`config.mk`:
```
export PLATFORM = sky130hd
export DESIGN_NAME = obi_core_arbiter
export DESIGN_NICKNAME = d
export VERILOG_FILES = /design/src/rtl/cei_mochila_pkg.sv /design/src/rtl/obi_pkg.sv /design/src/rtl/obi_id_fifo.sv /design/src/rtl/obi_core_arbiter.sv
export SDC_FILE = /design/constraint.sdc
export NUM_CORES = 1
export LEC_CHECK = 0
export CAP_MARGIN = 20
export CORE_AREA = 8 8 157 159
export CTS_CLUSTER_DIAMETER = 40
export DETAILED_ROUTE_END_ITERATION = 7
export DIE_AREA = 0 0 165 167
export SLEW_MARGIN = 15
export SYNTH_ARGS = -nofsm -noshare
export SYNTH_HDL_FRONTEND = slang
export SYNTH_SLANG_ARGS = --single-unit
```
`constraint.sdc`:
```
create_clock -name clk_i -period 2.7 [get_ports clk_i]
set_clock_uncertainty 0.05 [all_clocks]
set_input_delay 0.675 -clock clk_i [delete_from_list [all_inputs] [get_ports clk_i]]
set_output_delay 0.675 -clock clk_i [all_outputs]
set_load 0.005 [all_outputs]
```
`src/rtl/cei_mochila_pkg.sv`:
```
// ---------------------------------------------------------------------------
// cei_mochila_pkg
// System-level definitions for the cei_mochila SoC: the core arbiter state
// encoding, the default number of outstanding OBI transactions, and a helper
// that sizes port-index fields (at least one bit even for a single port).
// ---------------------------------------------------------------------------
package cei_mochila_pkg;

  // ARB_IDLE   : no request held toward the shared port, free to arbitrate
  // ARB_LOCKED : a request was presented but not granted; it must stay put
  typedef enum logic {
    ARB_IDLE   = 1'b0,
    ARB_LOCKED = 1'b1
  } arb_state_e;

  localparam int unsigned OBI_MAX_OUTSTANDING = 2;

  function automatic int unsigned idx_width(input int unsigned n);
    return (n > 1) ? $clog2(n) : 1;
  endfunction

endpackage

```
`src/rtl/obi_pkg.sv`:
```
// ---------------------------------------------------------------------------
// obi_pkg
// Shared OBI request/response types used by cores, arbiters and the memory
// bus. Addresses and data are 32 bits wide with one byte enable per byte.
//   obi_req_t  : req, addr, we, be, wdata  (manager -> subordinate)
//   obi_resp_t : gnt, rvalid, rdata        (subordinate -> manager)
// ---------------------------------------------------------------------------
package obi_pkg;

  localparam int unsigned OBI_ADDR_W = 32;
  localparam int unsigned OBI_DATA_W = 32;
  localparam int unsigned OBI_BE_W   = OBI_DATA_W / 8;

  typedef struct packed {
    logic                  req;
    logic [OBI_ADDR_W-1:0] addr;
    logic                  we;
    logic [OBI_BE_W-1:0]   be;
    logic [OBI_DATA_W-1:0] wdata;
  } obi_req_t;

  typedef struct packed {
    logic                  gnt;
    logic                  rvalid;
    logic [OBI_DATA_W-1:0] rdata;
  } obi_resp_t;

endpackage

```
`src/rtl/obi_id_fifo.sv`:
```
// ---------------------------------------------------------------------------
// obi_id_fifo
// Small in-order FIFO holding the port index of every granted transaction
// that is still waiting for its response. The arbiter pushes on an accepted
// address handshake and pops on rvalid, so the head always names the port
// the next response belongs to.
// Ports:
//   clk_i, rst_ni  : clock, asynchronous active-low reset
//   push, push_data: enqueue one index (ignored when full)
//   pop            : dequeue the head (ignored when empty)
//   full, empty    : occupancy flags, derived from the registered count
//   head           : index at the front of the queue
// ---------------------------------------------------------------------------
module obi_id_fifo #(
  parameter int unsigned DEPTH = 2,
  parameter int unsigned WIDTH = 2
) (
  input  logic             clk_i,
  input  logic             rst_ni,
  input  logic             push,
  input  logic [WIDTH-1:0] push_data,
  input  logic             pop,
  output logic             full,
  output logic             empty,
  output logic [WIDTH-1:0] head
);

  localparam int unsigned PW = (DEPTH > 1) ? $clog2(DEPTH) : 1;
  localparam int unsigned CW = $clog2(DEPTH + 1);

  logic [WIDTH-1:0] mem [DEPTH];
  logic [PW-1:0]    wptr;
  logic [PW-1:0]    rptr;
  logic [CW-1:0]    count;
  logic             do_push;
  logic             do_pop;

  assign do_push = push && !full;
  assign do_pop  = pop && !empty;

  assign full  = (count == CW'(DEPTH));
  assign empty = (count == '0);
  assign head  = mem[rptr];

  // Pointers wrap explicitly so DEPTH need not be a power of two.
  always_ff @(posedge clk_i or negedge rst_ni) begin
    if (!rst_ni) begin
      wptr  <= '0;
      rptr  <= '0;
      count <= '0;
      for (int i = 0; i < int'(DEPTH); i++) begin
        mem[i] <= '0;
      end
    end else begin
      if (do_push) begin
        mem[wptr] <= push_data;
        wptr      <= (wptr == PW'(DEPTH - 1)) ? '0 : wptr + 1'b1;
      end
      if (do_pop) begin
        rptr <= (rptr == PW'(DEPTH - 1)) ? '0 : rptr + 1'b1;
      end
      case ({do_push, do_pop})
        2'b10:   count <= count + 1'b1;
        2'b01:   count <= count - 1'b1;
        default: count <= count;
      endcase
    end
  end

endmodule

```
`src/rtl/obi_core_arbiter.sv`:
```
// ---------------------------------------------------------------------------
// obi_core_arbiter
// Round-robin arbiter that funnels NHARTS OBI manager ports onto a single
// shared subordinate port. A request is forwarded in the same cycle it is
// seen; once presented and not granted it is locked until granted so the
// address phase stays stable. Granted transactions are tracked by port index
// in an ID FIFO, and responses are routed back strictly in order.
// Parameters:
//   NHARTS          : number of requesting core ports
//   MAX_OUTSTANDING : granted-but-unanswered transactions allowed (1..8)
// Ports:
//   clk_i, rst_ni : clock, asynchronous active-low reset
//   slv_req_i     : requests from each core port
//   slv_resp_o    : gnt / rvalid / rdata back to each core port
//   mst_req_o     : request toward the shared memory/bus port
//   mst_resp_i    : gnt / rvalid / rdata from the shared port
//   err_o         : sticky protocol-violation flag, cleared only by reset
// ---------------------------------------------------------------------------
module obi_core_arbiter
  import obi_pkg::*;
  import cei_mochila_pkg::*;
#(
  parameter int unsigned NHARTS          = 3,
  parameter int unsigned MAX_OUTSTANDING = OBI_MAX_OUTSTANDING
) (
  input  logic                   clk_i,
  input  logic                   rst_ni,
  input  obi_req_t  [NHARTS-1:0] slv_req_i,
  output obi_resp_t [NHARTS-1:0] slv_resp_o,
  output obi_req_t               mst_req_o,
  input  obi_resp_t              mst_resp_i,
  output logic                   err_o
);

  localparam int unsigned IW = idx_width(NHARTS);

  arb_state_e    state_q;
  arb_state_e    state_d;
  logic [IW-1:0] lock_q;
  logic [IW-1:0] lock_d;
  logic [IW-1:0] rr_q;
  logic [IW-1:0] rr_d;
  logic          err_q;
  logic          err_d;

  logic [IW-1:0] cand;
  logic [IW-1:0] scan_idx;
  logic          found;
  logic [IW-1:0] winner;
  logic          present;
  logic          handshake;
  logic          resp_valid;

  logic          fifo_full;
  logic          fifo_empty;
  logic [IW-1:0] fifo_head;

  // Round-robin scan: first requesting port at or above rr_q, wrapping.
  always_comb begin
    found    = 1'b0;
    scan_idx = '0;
    cand     = '0;
    for (int i = 0; i < int'(NHARTS); i++) begin
      cand = IW'((int'(rr_q) + i) % NHARTS);
      if (!found && slv_req_i[cand].req) begin
        found    = 1'b1;
        scan_idx = cand;
      end
    end
  end

  // A locked port keeps the bus even if it illegally drops req. The request
  // is suppressed while the ID FIFO is full and while reset is asserted, so
  // every output reads zero during reset.
  assign winner     = (state_q == ARB_LOCKED) ? lock_q : scan_idx;
  assign present    = rst_ni && ((state_q == ARB_LOCKED) || found) && !fifo_full;
  assign handshake  = present && mst_resp_i.gnt;
  assign resp_valid = rst_ni && mst_resp_i.rvalid && !fifo_empty;

  // Forward the winning request and route gnt/rvalid back to single ports.
  always_comb begin
    mst_req_o  = '0;
    slv_resp_o = '0;
    if (present) begin
      mst_req_o             = slv_req_i[winner];
      mst_req_o.req         = 1'b1;
      slv_resp_o[winner].gnt = mst_resp_i.gnt;
    end
    if (resp_valid) begin
      slv_resp_o[fifo_head].rvalid = 1'b1;
      slv_resp_o[fifo_head].rdata  = mst_resp_i.rdata;
    end
  end

  // Next-state logic for the lock FSM, the round-robin pointer and err.
  always_comb begin
    state_d = state_q;
    lock_d  = lock_q;
    rr_d    = rr_q;
    err_d   = err_q;
    case (state_q)
      ARB_IDLE: begin
        if (present && !mst_resp_i.gnt) begin
          state_d = ARB_LOCKED;
          lock_d  = winner;
        end
      end
      ARB_LOCKED: begin
        if (handshake) begin
          state_d = ARB_IDLE;
        end
        if (!slv_req_i[lock_q].req) begin
          err_d = 1'b1;
        end
      end
      default: begin
        state_d = ARB_IDLE;
      end
    endcase
    if (handshake) begin
      rr_d = (winner == IW'(NHARTS - 1)) ? '0 : winner + 1'b1;
    end
    if (mst_resp_i.rvalid && fifo_empty) begin
      err_d = 1'b1;
    end
  end

  always_ff @(posedge clk_i or negedge rst_ni) begin
    if (!rst_ni) begin
      state_q <= ARB_IDLE;
      lock_q  <= '0;
      rr_q    <= '0;
      err_q   <= 1'b0;
    end else begin
      state_q <= state_d;
      lock_q  <= lock_d;
      rr_q    <= rr_d;
      err_q   <= err_d;
    end
  end

  assign err_o = err_q;

  obi_id_fifo #(
    .DEPTH (MAX_OUTSTANDING),
    .WIDTH (IW)
  ) u_id_fifo (
    .clk_i     (clk_i),
    .rst_ni    (rst_ni),
    .push      (handshake),
    .push_data (winner),
    .pop       (resp_valid),
    .full      (fifo_full),
    .empty     (fifo_empty),
    .head      (fifo_head)
  );

endmodule

```
# After elaboration in Yosys (flattened, before gate mapping)
# Index checks and enable logic that the tools add are counted.
[word_totals] regBits=14 memories=0 output_inout_bits=173 mem_bits_rw=0 rom_bits=0 latchBits=0 inputBits=246 elab_cells=108
[op_classes] mux=44 mul=0 bitwise=4 eq_ne=5 n_addsub=7 n_reduce_logical=25 shifts=0 div=3 order_cmp=11
[op_table] operator="binary-select mux 70 bit (select 2 bit)" n=5
[op_table] operator="2-to-1 mux 70 bit" n=5
[op_table] operator="bitwise mux 102 bit" n=2
[op_table] operator="demux 34 bit (select 2 bit)" n=3
[op_table] operator="2-to-1 mux 102 bit" n=2
[op_table] operator="bitwise AND 102 bit" n=1
[op_table] operator="2-to-1 mux 69 bit" n=1
[op_table] operator="modulo 32 x 2 -> 32 bit, second input constant" n=2
[op_table] operator="2-to-1 mux 34 bit" n=1
[op_table] operator="2-to-1 mux 33 bit" n=1
[op_table] operator="modulo 2 x 2 -> 32 bit, second input constant" n=1
[op_table] operator="2-to-1 mux 32 bit" n=1
[op_table] operator="less-than comparator 2 x 3 -> 1 bit, second input constant" n=6
[op_table] operator="2-to-1 mux 2 bit" n=9
[op_table] operator="logical AND 1 bit" n=14
[op_table] operator="2-to-1 mux 1 bit" n=10
[op_table] operator="== test 2 bit, second input constant" n=3
[op_table] operator="zero test 1 bit" n=5
[op_table] operator="adder 2 x 1 -> 2 bit, second input constant" n=2
[op_table] operator="bitwise mux 4 bit" n=1
[op_table] operator="greater-or-equal comparator 2 x 1 -> 1 bit, second input constant" n=2
[op_table] operator="greater-or-equal comparator 2 bit, second input constant" n=2
[op_table] operator="NOT 1 -> 2 bit" n=2
[op_table] operator="case mux 2 bit (2 select lines)" n=1
[op_table] operator="other kinds (14)" n=17

# Depth between registers and ports, before layout
[depth] ltp_word=20 depth_mapped=10 mapped_depth_nobuf=9

# Modules after synthesis
# A second synthesis with hierarchy kept.
[hier_totals] hier_cells=453 area_unflattened_um2=3430.8
[by_module_without_submodules] mod="obi_core_arbiter" n_inst=1 area_each_um2=3041.7 seq_area_each_um2=150.1 cells_each=425
[by_module_without_submodules] mod="obi_id_fifo" n_inst=1 area_each_um2=389.1 seq_area_each_um2=200.2 cells_each=28

# Worst setup path after synthesis
# No wires, ideal clock.
[synth_timing] kind="register to output" from="reg rr_q[0]" to="out mst_req_o[0] (netlist name)" required_ns=1.975 t_arrival_ns=1.954 slack_ns=0.021 n_path_buf=2 stages_incl_launch_ff=10 cell_sequence="dfrtp_1 -> inv_1 -> ha_1 -> nor3b_1 -> a31oi_1 -> a41oi_1 -> buf_2 -> buf_2 -> mux2i_1 -> o2bb2ai_1"
[synth_rtl] element="from (decl)" line="obi_core_arbiter.sv:41" source="logic [IW-1:0] rr_q;"
[synth_rtl] element="from (signal assigned)" line="obi_core_arbiter.sv:137" source="rr_q <= rr_d;"
[synth_rtl] element="to (decl)" line="obi_core_arbiter.sv:30" source="output obi_req_t mst_req_o,"

==> results.txt <==
----------------------------------------------------
[Cells and area]
  Share of final-layout standard cells stronger than drive strength 1 ... 42.8%
  Final #Nets ... 1157
  Cell area after layout ... 9310 sq um
  Post-route core utilization ... 41.9%
  Non-filler cells, final ... 1197
  Area Growth Syn to Fin ... 213%

[STA]
  Worst-Margin Slew ... 0.339 ns
  Time the worst path needs with I/O delays and setup ... 3.45 ns
  Least setup slack across all paths after layout ... -0.747 ns
  Worst slack on hold paths ... 0.384 ns
  Max-slew violation count ... 0
  Post-route fraction of the period consumed by the critical path ... 128%
  Sum Neg Setup Slack ... -43.93 ns
  Unrepaired setup endpoints after global routing ... yes
  Hold Fails Final Rpt ... 0
  # setup viols final ... 73
  Max-Slew Margin vs Limit ... 76.8%
  F_max ... 290 MHz

[Floorplanning]
  Total number of placement rows ... 55
  Die span in x ... 165 microns
  Starting density of the core ... 13.4%
  Die Y-Extent ... 167 microns
  Overall die area ... 27600 sq um
  Total core area ... 22200 sq um
  I/O Pins ... 419

[Flow run]
  Number of max-cap violations ... 0

[GRT]
  Overflow left after global routing ... 0
  Top Usage Layer GRT ... met2
  Wire length of the first global-routing pass ... 34900 microns
  Met3 layer usage reported by global route ... 4.61%
  Total global routing track utilization ... 16.8%
  Pin count of the biggest net entering global routing ... 15
  Number of global-route vias before repair ... 5387
  Met2 capacity usage during global routing ... 31.9%
  Routing usage on met1 ... 18.0%
  Number of antenna violations at the first check in global routing ... 6

[Power]
  Sw Ratio ... 40.6%
  Clk pwr share ... 4.4%
  Peak supply drop ... 0.324 mV
  Part of the power in registers ... 5.7%
  Total Power ... 7.11 mW
  Share of total power in combinational logic ... 89.9%
  Leakage power ... 4.41 nW
  Cell-internal power ... 4.22 mW
  Switching component of the power ... 2.89 mW
  Power density relative to cell area ... 764 nW/um^2

[Clocking]
  Clock Pin Slew Worst Setup and Hold Paths ... 0.05 ns
  H-tree lvl count ... 1
  Later-pin clock latency in the skew report ... 0.25 ns
  Clock tree from TritonCTS ... yes
  Sink Count ... 14
  TritonCTS buffer count ... 3
  Root Buffer Master ... clkbuf_16
  Total of hold buffers inserted after clock tree synthesis ... 0
  Maximum buffer depth of the clock tree ... 2

[Worst setup path]
  Worst path cell trace ... dlygate4sd2_1 -> nor3b_2 -> a311o_1 -> o21ai_2 -> buf_6 -> nor2_4 -> buf_12 -> buf_12 -> buf_12 -> buf_4 -> buf_4 -> o2bb2ai_2 -> buf_2
  Slowest Stage Delay on Critical Path ... 0.32 ns
  Worst path arrival time ... 2.72 ns
  Critical path peak fanout ... 4
  Cell repeated most along the worst path ... buf_12
  Slowest cell on the critical path ... a311o_1
  Setup crit end kind ... output pin
  Worst endpoint required time ... 1.98 ns
  Type of the worst setup path ... input port to output pin
  Kind of launch point of the worst setup path ... input port

[Synthesis]
  Largest cells by area after synthesis ... mux2i_1, and2_1, o2bb2ai_1
  Fraction of synthesis flops using an asynchronous set or reset pin ... 100%
  Number of enable flip-flop cells after synthesis ... 0
  Avg Cell Area, Syn ... 8.19 sq um
  Area share of the largest cell type after synthesis ... 23.6%
  Cell area after synthesis ... 2970 sq um
  Yosys warning count ... 0
  Nets in the synthesized netlist ... 612
  Flops & latches, synth ... 14
  Synthesized netlist cell count ... 363
  Largest area contributor in the synthesized netlist ... mux2i_1
  Count of unique library cells instantiated by Yosys ... 46
  Sequential-to-total area share from yosys stat ... 11.8%
  Prevailing post-synth register cell ... dfrtp_1

[Hold path]
  Worst min-delay path class ... input port to async pin

[Routing]
  Detailed-route wire length ... 25800 microns
  DRT iter0 DRCs ... 205
  Vias post-DR ... 5015
  Number of routed nets with antenna violations ... 0
  Vias per inst ... 4.19
  Routed length per placed instance ... 21.6 microns
  Total iterations of the first detailed-routing run ... 4
  DRC violation count after routing ... 0

[Placed design]
  HPWL after detailed placement ... 19900 microns
  Total placed cells including tap cells ... 1108
  Buffers on Ports ... 418
  Final Wtd Congestion ... 0.821
  Worst setup timing slack at the placement stage ... -1.29 ns
  Cell area after placement ... 8060 sq um

[Status]
  Status ... finished with violations
  Violations in the final reports ... negative setup slack

----------------------------------------------------
-- worst max-delay path, delay by kind of cell --
family	cells	cell delay (ns)
simple gates	2	0.23
compound gates	3	0.61
buf+inv	8	1.19
-- cell usage in the layout (no fill, tap or decap), types with 12 or more instances in the layout --
cell type,Yosys,final
buf_4,8,79
clkbuf_2,0,45
and2_1,98,94
mux2i_2,0,15
clkdlybuf4s50_1,0,241
o2bb2ai_1,69,18
dlygate4sd2_1,0,37
buf_6,2,50
buf_2,14,71
dfrtp_1,14,12
mux2i_1,70,53
clkdlybuf4s15_1,0,14
buf_12,0,17
o2bb2ai_2,0,45
-- logic make-up after synthesis --
| kind of cell | count (synthesis) | synth area share (%) |
|---|---|---|
| flops | 14 | 11.8 |
| fa+ha+maj | 3 | 1.26 |
| simple gates | 129 | 25.6 |
| mux | 73 | 24.7 |
| buf+inv | 45 | 7.79 |
| compound gates | 95 | 27.7 |
| xor+xnor | 4 | 1.18 |
-- power by group through the flow --
stage,Combinational [mW],Clock (mW),Sequential (mW)
finish,6.39,0.312,0.406
CTS,5.76,0.322,0.399
global placement,4.89,0,0.389
detailed placement,4.88,0,0.395
global route,6.82,0.331,0.422
floorplan,2.05,0,0.361
-- synth_stat cells (2+ instances only) --
master and count:
a211oi_1 2, a21o_1 2, a21oi_1 2, and2_1 98, buf_2 14, buf_4 8, buf_6 2, clkbuf_1 10
dfrtp_1 14, ha_1 3, inv_1 10, mux2_2 2, mux2i_1 70, nand2_1 6, nand2b_1 2, nor2_1 11
nor3_1 5, o21ai_0 4, o2bb2ai_1 69, xnor2_1 3
-- sequential cells by signal, summed over array words and instances, names as in the netlist, named ones only --
name	cells
u_id_fifo.mem	4
lock_q	2
rr_q	2
u_id_fifo.count	2
err_o	1
u_id_fifo.rptr	1
u_id_fifo.wptr	1
-- routing by layer --
| layer | up-vias | wire [microns] |
|---|---|---|
| met5 | - | 0 |
| met4 | 0 | 295 |
| met3 | 21 | 2290 |
| met2 | 281 | 13600 |
| met1 | 2278 | 9670 |
| li1 | 2435 | - |
-- worst paths after layout --
check	start	end	slack [ns]	cells after the start
min in group clk_i	err_o$_DFFE_PN0P_	err_o$_DFFE_PN0P_	0.44	2
max in group asynchronous	rst_ni	u_id_fifo.rptr$_DFFE_PN0P_	2.03	3
hold reg to reg	err_o$_DFFE_PN0P_	err_o$_DFFE_PN0P_	0.44	2
setup reg to reg	rr_q[0]$_DFFE_PN0N_	u_id_fifo.count[1]$_DFFE_PN0P_	0.11	13
setup / recovery	slv_req_i[69]	mst_req_o[26]	-0.75	13
hold / removal	rst_ni	u_id_fifo.count[0]$_DFFE_PN0P_	0.38	3
-- layout make-up --
cell class | instances | area, sq um
antenna | 5 | 12.5
clock buffer | 4 | 88.8
fill | 2226 | 12900
inverter | 11 | 43.8
multi-input combinational | 304 | 3050
sequential | 14 | 353
tap | 285 | 357
timing repair buffer | 574 | 5400
-- repair_timing --
| item | in CTS | in global routing |
|---|---|---|
| pin swaps | 13 | 17 |
| gates resized for setup | 502 | 225 |
| setup buffers | 58 | 21 |
| cloned | 13 | 2 |
| endpoints found under the setup margin | 172 | 160 |
(Power assumes the default switching activity.)
==> variant, RTL diff (config.mk and constraints unchanged) <==
Change the package constant `OBI_MAX_OUTSTANDING` from 2 to 8.
--- a/src/rtl/cei_mochila_pkg.sv
+++ b/src/rtl/cei_mochila_pkg.sv
@@ -13,7 +13,7 @@
     ARB_LOCKED = 1'b1
   } arb_state_e;
 
-  localparam int unsigned OBI_MAX_OUTSTANDING = 2;
+  localparam int unsigned OBI_MAX_OUTSTANDING = 8;
 
   function automatic int unsigned idx_width(input int unsigned n);
     return (n > 1) ? $clog2(n) : 1;
Function: changed (Yosys sat finds a counterexample within 4 cycles, from zero or initial values and one cycle with rst_ni low).
==> variant against the original RTL <==
  * The run still ends with setup timing left
  * Largest cell class unchanged
  * Maximum frequency shrank 2.3%
  * Cell area rose by 27%
  * Wire length up 23%
  * Area after synthesis increased by 36%
  * Largest power group unchanged
  * Worst setup slack worse by 0.080 ns
  * Sequential cell count grew 18
  * Total power is 80% higher
==> variant: results (changes against the original RTL) <==
[run_status]
outcome=finished with violations  ; unchanged
violations=setup timing  ; unchanged

[finish]
clock_buffers=6  ; was 4
area.sequential_um2=805  ; was 353 um^2
nets=1293  ; was 1157
multi_input_area_um2=4250  ; was 3050 um^2
antenna_cells=11  ; was 5

[detailed_routing]
route.met2.wl_um=17200  ; was 13600 um
wirelength_met1_um=10500  ; was 9670 um
drt_iter0_drc=254  ; was 205
wl_met3_um=3000  ; was 2290 um

[clock_network]
post_cts_resized=935  ; was 502
numCtsBuffers=5  ; was 3

[place]
place_congestion=0.848  ; was 0.821
detailed_place.area_um2=9180  ; was 8060 um^2
dp_slack_ns=-1.45  ; was -1.29 ns

[worst_setup_path]
cp_max_fo=6  ; was 4
slowest_stage=dfrtp_2  ; was a311o_1
crit_arrival_ns=2.80  ; was 2.72 ns
critPathLaunchType=flip-flop  ; was primary input

[global_route]
grt_max_degree=26  ; was 15
grt.total_usage=0.209  ; was 0.168

[sta]
setup_viol=179  ; was 73
fin_setup_tns_ns=-101.40  ; was -43.93 ns
setup_ws_ns=-0.828  ; was -0.747 ns

[yosys]
yosys.area.top_type_share=0.198  ; was 0.236
synthCells=445  ; was 363
yosys-top-cells-area=dfrtp_1, mux2i_1, o2bb2ai_1, and2_1, mux2_2  ; was mux2i_1, and2_1, o2bb2ai_1, dfrtp_1, buf_2
synth_commonest_cells=and2_1, mux2i_1, o2bb2ai_1  ; unchanged

[power_and_ir_drop]
ir_drop_v=0.000635  ; was 0.000324 V

variant: changes by cell type in the layout (fill, tap and decap cells not counted), sizes merged, moves of 4 or more:
cell and change:
dlygate4sd2 -35, buf +137, mux4 +4, diode +6
dfrtp +18, nand2 +7, mux2i +7, and3 +5
clkdlybuf4s15 -13, mux2 +19, clkbuf -43, ha +8
variant: path summary, 6_finish.rpt:
path / endpoint / slack (ns) / depth (start not counted)
max in group asynchronous: u_id_fifo.rptr[0] / 1.71 / 2
max: mst_req_o[44] / -0.83 / 13
min reg2reg: err_o / 0.44 / 2
max reg2reg: u_id_fifo.count[3] / -0.30 / 16
min in group asynchronous: u_id_fifo.mem[5] / 0.57 / 2
min: err_o / 0.44 / 2
variant: power breakdown:
part | switching [uW] | leakage [uW] | internal, uW
Combinational | 4760 | 0.00477 | 6640
Clock | 192 | 0.0000668 | 334
Sequential | 202 | 0.000397 | 693
Total | 5150 | 0.00523 | 7660
variant: worst register-to-register path, delay by kind of cell (launching register included):
family	cells	cell delay (ns)
mux	1	0.24
xor+xnor	2	0.25
simple gates	1	0.07
flops	1	0.45
compound gates	4	0.73
fa+ha+maj	3	0.47
buf+inv	5	0.62
variant: through the flow:
stage	total power [uW]	utilization
after floorplan	4340	-
after global placement	8420	0.413
after detailed placement	8420	0.413
after CTS	11600	0.483
after global routing	13500	0.530
final	12800	0.530
variant: kinds of logic (layout without fill, tap and decap cells):
kind of cell / Yosys count / count (layout) / share of synthesized area
multiplexers: 103 / 103 / 0.274
AO/OA/AOI/OAI: 96 / 96 / 0.200
AND/OR/NAND/NOR: 150 / 154 / 0.219
adder cells (fa/ha/maj): 12 / 12 / 0.0390
buffers and inverters: 48 / 634 / 0.0607
XOR/XNOR: 4 / 4 / 0.00867
other: 0 / 11 / 0
flip-flops: 32 / 32 / 0.198
